<file path="src/rtl/key_pkg.sv">
// Shared constants and FSM state encoding for the key scan/debounce filter.
// Long-press defaults exist only when KEY_LONG_PRESS_EN is defined.
package key_pkg;

   typedef enum logic [1:0] {
      ST_IDLE      = 2'd0,
      ST_DOWN_FILT = 2'd1,
      ST_PRESSED   = 2'd2,
      ST_UP_FILT   = 2'd3
   } key_state_e;

   localparam int unsigned CNT_MAX_DEF = 1000000;
   localparam int unsigned CNT_W_DEF   = 20;

`ifdef KEY_LONG_PRESS_EN
   localparam int unsigned LONG_MAX_DEF = 50000000;
   localparam int unsigned LONG_W_DEF   = 26;
`endif

endpackage

</file>
<file path="src/rtl/key_scan_filter_if.sv">
// Key bank signal bundle: raw active-low pins in, debounced level and pulses out.
// key_long is present only when KEY_LONG_PRESS_EN is defined.
interface key_scan_filter_if #(
   parameter int unsigned NUM_KEYS = 4
);
   logic [NUM_KEYS-1:0] key_n;
   logic [NUM_KEYS-1:0] key_pressed;
   logic [NUM_KEYS-1:0] key_press;
   logic [NUM_KEYS-1:0] key_release;
`ifdef KEY_LONG_PRESS_EN
   logic [NUM_KEYS-1:0] key_long;
`endif

   modport master (
      output key_n,
      input  key_pressed,
      input  key_press,
      input  key_release
`ifdef KEY_LONG_PRESS_EN
      , input key_long
`endif
   );

   modport slave (
      input  key_n,
      output key_pressed,
      output key_press,
      output key_release
`ifdef KEY_LONG_PRESS_EN
      , output key_long
`endif
   );
endinterface

</file>
<file path="src/rtl/key_filter_ch.sv">
// One debounce channel: 2-flop synchroniser, edge detect, filter FSM with counter.
// KEY_LONG_PRESS_EN adds a one-shot long-press pulse while held.
module key_filter_ch
   import key_pkg::*;
#(
   parameter int unsigned CNT_MAX  = CNT_MAX_DEF,
   parameter int unsigned CNT_W    = CNT_W_DEF
`ifdef KEY_LONG_PRESS_EN
   , parameter int unsigned LONG_MAX = LONG_MAX_DEF
   , parameter int unsigned LONG_W   = LONG_W_DEF
`endif
) (
   input  logic clk,
   input  logic rst,
   input  logic key_n,
   output logic key_pressed,
   output logic key_press,
   output logic key_release
`ifdef KEY_LONG_PRESS_EN
   , output logic key_long
`endif
);

   localparam logic [CNT_W-1:0] CNT_LAST = CNT_W'(CNT_MAX - 1);

   logic [1:0]  sync_q;
   logic        k_prev_q;
   logic [2:0]  vld_q;
   logic [CNT_W-1:0] cnt_q;
   key_state_e  state_q;
   logic        k_s, fall, rise;

   // vld_q[2] marks k_prev_q as a real pin sample, so a key held through reset
   // does not look like a falling edge against the all-ones reset values.
   assign k_s  = sync_q[1];
   assign fall = vld_q[2] & k_prev_q & ~k_s;
   assign rise = k_s & ~k_prev_q;

   always_ff @(posedge clk) begin
      if (rst) begin
         sync_q      <= 2'b11;
         k_prev_q    <= 1'b1;
         vld_q       <= '0;
         cnt_q       <= '0;
         state_q     <= ST_IDLE;
         key_pressed <= 1'b0;
         key_press   <= 1'b0;
         key_release <= 1'b0;
      end else begin
         sync_q      <= {sync_q[0], key_n};
         k_prev_q    <= k_s;
         vld_q       <= {vld_q[1:0], 1'b1};
         key_press   <= 1'b0;
         key_release <= 1'b0;
         case (state_q)
            ST_IDLE: begin
               if (fall) begin
                  state_q <= ST_DOWN_FILT;
                  cnt_q   <= '0;
               end
            end
            ST_DOWN_FILT: begin
               if (k_s) begin
                  state_q <= ST_IDLE;
               end else if (cnt_q == CNT_LAST) begin
                  state_q     <= ST_PRESSED;
                  key_press   <= 1'b1;
                  key_pressed <= 1'b1;
               end else begin
                  cnt_q <= cnt_q + CNT_W'(1);
               end
            end
            ST_PRESSED: begin
               if (rise) begin
                  state_q <= ST_UP_FILT;
                  cnt_q   <= '0;
               end
            end
            ST_UP_FILT: begin
               if (!k_s) begin
                  state_q <= ST_PRESSED;
               end else if (cnt_q == CNT_LAST) begin
                  state_q     <= ST_IDLE;
                  key_release <= 1'b1;
                  key_pressed <= 1'b0;
               end else begin
                  cnt_q <= cnt_q + CNT_W'(1);
               end
            end
            default: state_q <= ST_IDLE;
         endcase
      end
   end

`ifdef KEY_LONG_PRESS_EN
   localparam logic [LONG_W-1:0] LONG_LAST = LONG_W'(LONG_MAX - 1);

   logic [LONG_W-1:0] long_cnt_q;

   // Counter parks one past LONG_LAST so the pulse fires only once per hold.
   always_ff @(posedge clk) begin
      if (rst) begin
         long_cnt_q <= '0;
         key_long   <= 1'b0;
      end else begin
         key_long <= 1'b0;
         if (state_q != ST_PRESSED || rise) begin
            long_cnt_q <= '0;
         end else if (long_cnt_q < LONG_LAST) begin
            long_cnt_q <= long_cnt_q + LONG_W'(1);
         end else if (long_cnt_q == LONG_LAST) begin
            long_cnt_q <= long_cnt_q + LONG_W'(1);
            key_long   <= 1'b1;
         end
      end
   end
`endif

endmodule

</file>
<file path="src/rtl/key_scan_filter.sv">
// Key bank debounce filter: NUM_KEYS independent key_filter_ch channels.
// Define KEY_LONG_PRESS_EN to add the key_long one-shot output.
module key_scan_filter
   import key_pkg::*;
#(
   parameter int unsigned NUM_KEYS = 4,
   parameter int unsigned CNT_MAX  = CNT_MAX_DEF,
   parameter int unsigned CNT_W    = CNT_W_DEF
`ifdef KEY_LONG_PRESS_EN
   , parameter int unsigned LONG_MAX = LONG_MAX_DEF
   , parameter int unsigned LONG_W   = LONG_W_DEF
`endif
) (
   input logic              clk,
   input logic              rst,
   key_scan_filter_if.slave bus
);

   logic [NUM_KEYS-1:0] pressed_v, press_v, release_v;
`ifdef KEY_LONG_PRESS_EN
   logic [NUM_KEYS-1:0] long_v;
`endif

   for (genvar i = 0; i < int'(NUM_KEYS); i++) begin : g_ch
      key_filter_ch #(
         .CNT_MAX  (CNT_MAX),
         .CNT_W    (CNT_W)
`ifdef KEY_LONG_PRESS_EN
         , .LONG_MAX (LONG_MAX)
         , .LONG_W   (LONG_W)
`endif
      ) u_ch (
         .clk         (clk),
         .rst         (rst),
         .key_n       (bus.key_n[i]),
         .key_pressed (pressed_v[i]),
         .key_press   (press_v[i]),
         .key_release (release_v[i])
`ifdef KEY_LONG_PRESS_EN
         , .key_long  (long_v[i])
`endif
      );
   end

   assign bus.key_pressed = pressed_v;
   assign bus.key_press   = press_v;
   assign bus.key_release = release_v;
`ifdef KEY_LONG_PRESS_EN
   assign bus.key_long    = long_v;
`endif

endmodule

</file>
<file path="src/flat_wrapper.sv">
// flat-port wrapper written by rule: the top's interface ports become plain ports
module key_scan_filter_flat import key_pkg::*;
#(
   parameter int unsigned NUM_KEYS = 4,
   parameter int unsigned CNT_MAX  = CNT_MAX_DEF,
   parameter int unsigned CNT_W    = CNT_W_DEF

)
  (clk, rst, bus_key_n, bus_key_pressed, bus_key_press, bus_key_release);
  key_scan_filter_if #(.NUM_KEYS(NUM_KEYS)) bus_i ();
  input logic clk;
  input logic rst;
  input wire logic [$bits(bus_i.key_n)-1:0] bus_key_n;
  output wire logic [$bits(bus_i.key_pressed)-1:0] bus_key_pressed;
  output wire logic [$bits(bus_i.key_press)-1:0] bus_key_press;
  output wire logic [$bits(bus_i.key_release)-1:0] bus_key_release;
  assign bus_i.key_n = bus_key_n;
  assign bus_key_pressed = bus_i.key_pressed;
  assign bus_key_press = bus_i.key_press;
  assign bus_key_release = bus_i.key_release;
  key_scan_filter #(.NUM_KEYS(NUM_KEYS), .CNT_MAX(CNT_MAX), .CNT_W(CNT_W)) u_core (.clk(clk), .rst(rst), .bus(bus_i));
endmodule
</file>
<file path="config.mk">
export PLATFORM = sky130hd
export DESIGN_NAME = key_scan_filter_flat
export DESIGN_NICKNAME = d
export VERILOG_FILES = /design/src/rtl/key_pkg.sv /design/src/rtl/key_scan_filter_if.sv /design/src/rtl/key_filter_ch.sv /design/src/rtl/key_scan_filter.sv /design/src/flat_wrapper.sv
export SDC_FILE = /design/constraint.sdc
export NUM_CORES = 1
export LEC_CHECK = 0
export CAP_MARGIN = 10
export CORE_ASPECT_RATIO = 1.5
export CORE_MARGIN = 2
export CORE_UTILIZATION = 58
export CTS_CLUSTER_DIAMETER = 150
export CTS_CLUSTER_SIZE = 40
export DETAILED_ROUTE_END_ITERATION = 7
export DONT_BUFFER_PORTS = 1
export HOLD_SLACK_MARGIN = 0.12
export PLACE_DENSITY = 0.84
export SLEW_MARGIN = 0
export SYNTH_ARGS = -nofsm -noshare
export SYNTH_HDL_FRONTEND = slang
export SYNTH_HIERARCHICAL = 1
export SYNTH_SLANG_ARGS = --single-unit
</file>
<file path="constraint.sdc">
create_clock -name clk -period 1.6 [get_ports clk]
set_clock_uncertainty 0.2 [all_clocks]
set_input_delay 0.32 -clock clk [delete_from_list [all_inputs] [get_ports clk]]
set_output_delay 0.32 -clock clk [all_outputs]
set_load 0.01 [all_outputs]
</file>
==> results of run 1 <==
-- synth_stat cells (16+ instances only) --
cell,n
nor4_1,16
a21oi_1,32
xnor2_1,44
nand2_1,32
or2_2,16
nand3_1,44
nor2_2,16
dfxtp_1,124
nor2_1,48
nand4_1,16
-- stage by stage --
step | area [um2] | setup slack (ns) | utilization (%) | instances | hold WS (ns)
2_1_floorplan | 6450 | -0.149 | - | 624 | 0.189
3_3_place_gp | 7960 | -0.225 | 79.0 | 907 | 0.190
3_5_place_dp | 7960 | -0.383 | 79.0 | 907 | 0.194
-- cells by family after synthesis --
logic type,share of synthesized area (%)
fa+ha+maj,0.838
compound gates,16.6
flops,41.5
xor+xnor,7.62
mux,0.670
buf+inv,2.60
simple gates,30.2
==> impl_results.md, run 1 <==
- Vert. Die Dim: 128 um
- Largest area contributor in the netlist: dfxtp_1
- Synth top area share: 41.5%
- Post-CTS Hold Buffers: 24
- Prevailing post-synth register cell: dfxtp_1
- Synthesized area per cell: 9.58 um2
- Initial Utilization: 59.3%
- CTS root buffer: clkbuf_16
- CTS H-tree depth: 4
- Post-Synthesis Cells: 624
- DP HPWL: 11.8 mm
- Post-CTS setup repair buffer count: 42
- Status: stopped before the end
- Area contributors post-synth: dfxtp_1 42%, xnor2_1 6.4%, nand3_1 3.7%, nor2_1 3.0%, a21oi_1 2.7%
- I/O Buffers: 0
- Gpl congestion: 0.833
- Mapped cell area: 5980 um2
- Stopped at: clock tree synthesis
- Error: [ERROR DPL-0038] Utilization greater than 100%, impossible to legalize
- Post-synthesis sequential area ratio: 41.5%
- Post-CTS sizing: 186
- FF+latch count, synth: 124
- CTS Buf Count: 17
- CTS max path bufs: 2
- Clock sink total: 124
- Syn_nets: 634
- Die X: 86.9 um
- Post-synth EDFFs: 0
- Post-synth ARST share: 0%
- Ports: 18
- Placement Rows: 45
- Distinct cells, synth: 49
- Synth Warn #: 6
==> inputs of run 2 (changes only) <==
Settings changed: CORE_ASPECT_RATIO 1.5 to default, CORE_UTILIZATION 58 to 40, CTS_CLUSTER_DIAMETER 150 to default, CTS_CLUSTER_SIZE 40 to default, HOLD_SLACK_MARGIN 0.12 to default, PLACE_DENSITY 0.84 to default, PLACE_DENSITY_LB_ADDON from default to 0.15.
Clock period 1.6 ns to 2.1 ns, I/O delays scaled along.
==> impl_results.md, run 2 <==
- Status: finished, final reports clean
- N_diodes: 0
- Post-Synthesis Cells: 624
- Distinct cells, synth: 49
- Initial antenna violation count: 0
- Logic gate share of total power: 2.7%
- Largest regs: u_core/g_ch.u_ch/cnt_q x80, u_core/g_ch.u_ch/vld_q x12, u_core/g_ch.u_ch/sync_q x8
- Via count: 4807
- CTS Buf Count: 17
- Post-synthesis sequential area ratio: 41.5%
- Fraction of synthesized cell area in xor and xnor cells: 7.62%
- Commonest cells in the synthesized netlist: 124 x dfxtp_1, 48 x nor2_1, 44 x nand3_1, 44 x xnor2_1
- Fmax: 0.500 GHz
- FF+latch count, synth: 124
- Worst EP required: 2.20 ns
- Slew Limit Headroom: 62.6%
- CTS root buffer: clkbuf_16
- Pin count of the biggest net entering global routing: 53
- Ports: 18
- M1 WL: 5.97 mm
- Largest register FFs: 80
- Detailed Route WL: 12.8 mm
- Area Growth Syn to Fin: 19.5%
- Top routing layer in use: met4
- DRC violations left: 0
- Via/cell ratio: 5.54
- First-pass DRT Iterations: 6
- Pwr Density: 774 nW/um2
- Crit path DAT: 2.10 ns
- Post-synth ARST share: 0%
- Commonest cells after routing, fill and taps aside: 120 x dfxtp_1, 48 x nor2_1, 44 x xnor2_1
- Filler Cell Count: 1383
- Count leader, synth: dfxtp_1
- Area contributors post-synth: dfxtp_1 42%, xnor2_1 6.4%, nand3_1 3.7%, nor2_1 3.0%, a21oi_1 2.7%
- Design area: 7140 um2
- Die X: 126 um
- Sw Ratio: 21.1%
- Setup TNS Final: 0 ns
- Grt ovf: 0
- Critical path fanouts, max: 9
- Tightest Pin Transition: 0.561 ns
- CTS tree: done
- Met3 wire len: 404 um
- Complex-gate fraction of the synthesized area: 16.6%
- CTS clk-pin slew, worst paths: 0.06 ns
- Synth top area share: 41.5%
- Largest area contributor in the netlist: dfxtp_1
- Antenna Nets Post-Route: 0
- Hold Slack: 0.129 ns
- CTS H-tree depth: 4
- Clock sink total: 124
- Largest family of logic cells by synthesized area: simple AND/OR/NAND/NOR gates
- DR iter-0 viols: 355
- Setup crit start kind: flip-flop
- First-pass GRT wire length: 22.3 mm
- Hold Crit Class: in2reg
- Post-synthesis simple-gate area fraction: 30.2%
- Vias in the first global route: 4784
- I/O Buffers: 0
- Period minus WS final: 2.00 ns
- Die area: 15900 um2
- Slew Limit Fails: 0
- Wire per inst: 14.8 um
- Prevailing post-synth register cell: dfxtp_1
- Post-synthesis adder-cell area fraction: 0.838%
- Pwr Total: 5530 uW
- Peak supply drop: 600 uV
- Crit end category: flip-flop
- Placement Rows: 44
- Core area: 14600 um2
- Maxcap violations: 0
- Clock power frac: 53.8%
- Worst-skew pair later-pin latency: 0.42 ns
- Met2 routed WL: 6.16 mm
- Psw: 1170 uW
- Final Cycle Share: 95.2%
- Gpl congestion: 0.775
- Setup violators final: 0
- Vert. Die Dim: 126 um
- Final #Nets: 680
- Synth Warn #: 6
- Syn_nets: 634
- GRT Total Usage: 17.1%
- Layout cells sized above 1: 26.2%
- Largest register by flop count: u_core/g_ch.u_ch/cnt_q
- Int Power: 4360 uW
- Multiplexer share of the synthesized area: 0.670%
- Synthesized area per cell: 9.58 um2
- Placed Area: 6310 um2
- Initial Utilization: 41.0%
- Final Hold Fails: 0
- DP HPWL: 8.60 mm
- Commonest non-fill, non-tap cell in the layout: dfxtp_1
- Setup Crit Path Kind: reg2reg
- Mapped cell area: 5980 um2
- Leak: 0.00222 uW
- Reg power frac: 43.5%
- Post-synth EDFFs: 0
- CTS max path bufs: 2
- Util after Layout: 48.9%
[run 2: cell counts after synthesis]
No cell type changed its count.
[run 2: per-stage QoR]
step	cells	setup slack, ns
detailed placement	821	0.0710
CTS	858	0.0443
global placement	821	0.129
finish	867	0.101
global route	867	-0.0336
floorplan	624	0.302
[run 2: timing repair]
item / 4_1_cts / 5_1_grt
hold endpoints to repair: 56 / 0
setup endpoints to repair: 0 / 34
buffers inserted: 0 / 9
gates resized for setup: 0 / 23
hold buffers: 5 / 0
[run 2: logic make-up (layout without fill, tap and decap cells)]
logic type / Yosys count / count (layout)
flip-flops: 124 / 124
AO/OA/AOI/OAI: 112 / 112
AND/OR/NAND/NOR: 300 / 300
XOR/XNOR: 52 / 52
adder cells (fa/ha/maj): 4 / 4
buffers and inverters: 28 / 87
multiplexers: 4 / 4
[run 2: area by class of cell]
class	count	area (um2)	share of cell area, %
multi-input combinational	472	3440	48.1
sequential	124	2490	34.8
clock buffer	20	457	6.40
timing repair buffer	43	340	4.77
tap	184	230	3.22
clock inverter	12	145	2.03
inverter	12	45.0	0.631
[run 2: worst max-delay path, stage by stage, from the launching register on]
cell and delay (ns):
dfxtp_1 0.34, nor4b_1 0.39, nand4_1 0.15, buf_4 0.18, o31ai_4 0.36, or4_1 0.19
a21oi_1 0.06
[run 2: path summary, 6_finish.rpt]
check	startpoint	to	slack (ns)	cells after the start
worst max-delay path	u_core/g_ch[3].u_ch/cnt_q[7]$_SDFFE_PP0P_	u_core/g_ch[3].u_ch/cnt_q[9]$_SDFFE_PP0P_	0.10	6
worst min register to register	u_core/g_ch[0].u_ch/sync_q[0]$_SDFF_PP1_	u_core/g_ch[0].u_ch/sync_q[1]$_SDFF_PP1_	0.21	1
worst min-delay path	rst	u_core/g_ch[0].u_ch/state_q[0]$_SDFFE_PP0P_	0.13	2
worst max register to register	u_core/g_ch[3].u_ch/cnt_q[7]$_SDFFE_PP0P_	u_core/g_ch[3].u_ch/cnt_q[9]$_SDFFE_PP0P_	0.10	6
[run 2: routing by layer]
metal | vias up | global-route usage, %
li1 | 2422 | -
met2 | 74 | 27.6
met4 | 0 | 7.95
met3 | 24 | 4.89
met5 | - | 0
met1 | 2287 | 21.0
[run 2: power groups by stage]
| stage | logic, uW | registers [uW] | clock network, uW |
|---|---|---|---|
| after global routing | 165 | 2410 | 3180 |
| after global placement | 120 | 2450 | 0 |
| after floorplan | 103 | 2450 | 0 |
| after CTS | 148 | 2400 | 3060 |
| final | 148 | 2400 | 2970 |
| after detailed placement | 122 | 2460 | 0 |
Note: power is estimated with default switching activity, not from simulation.
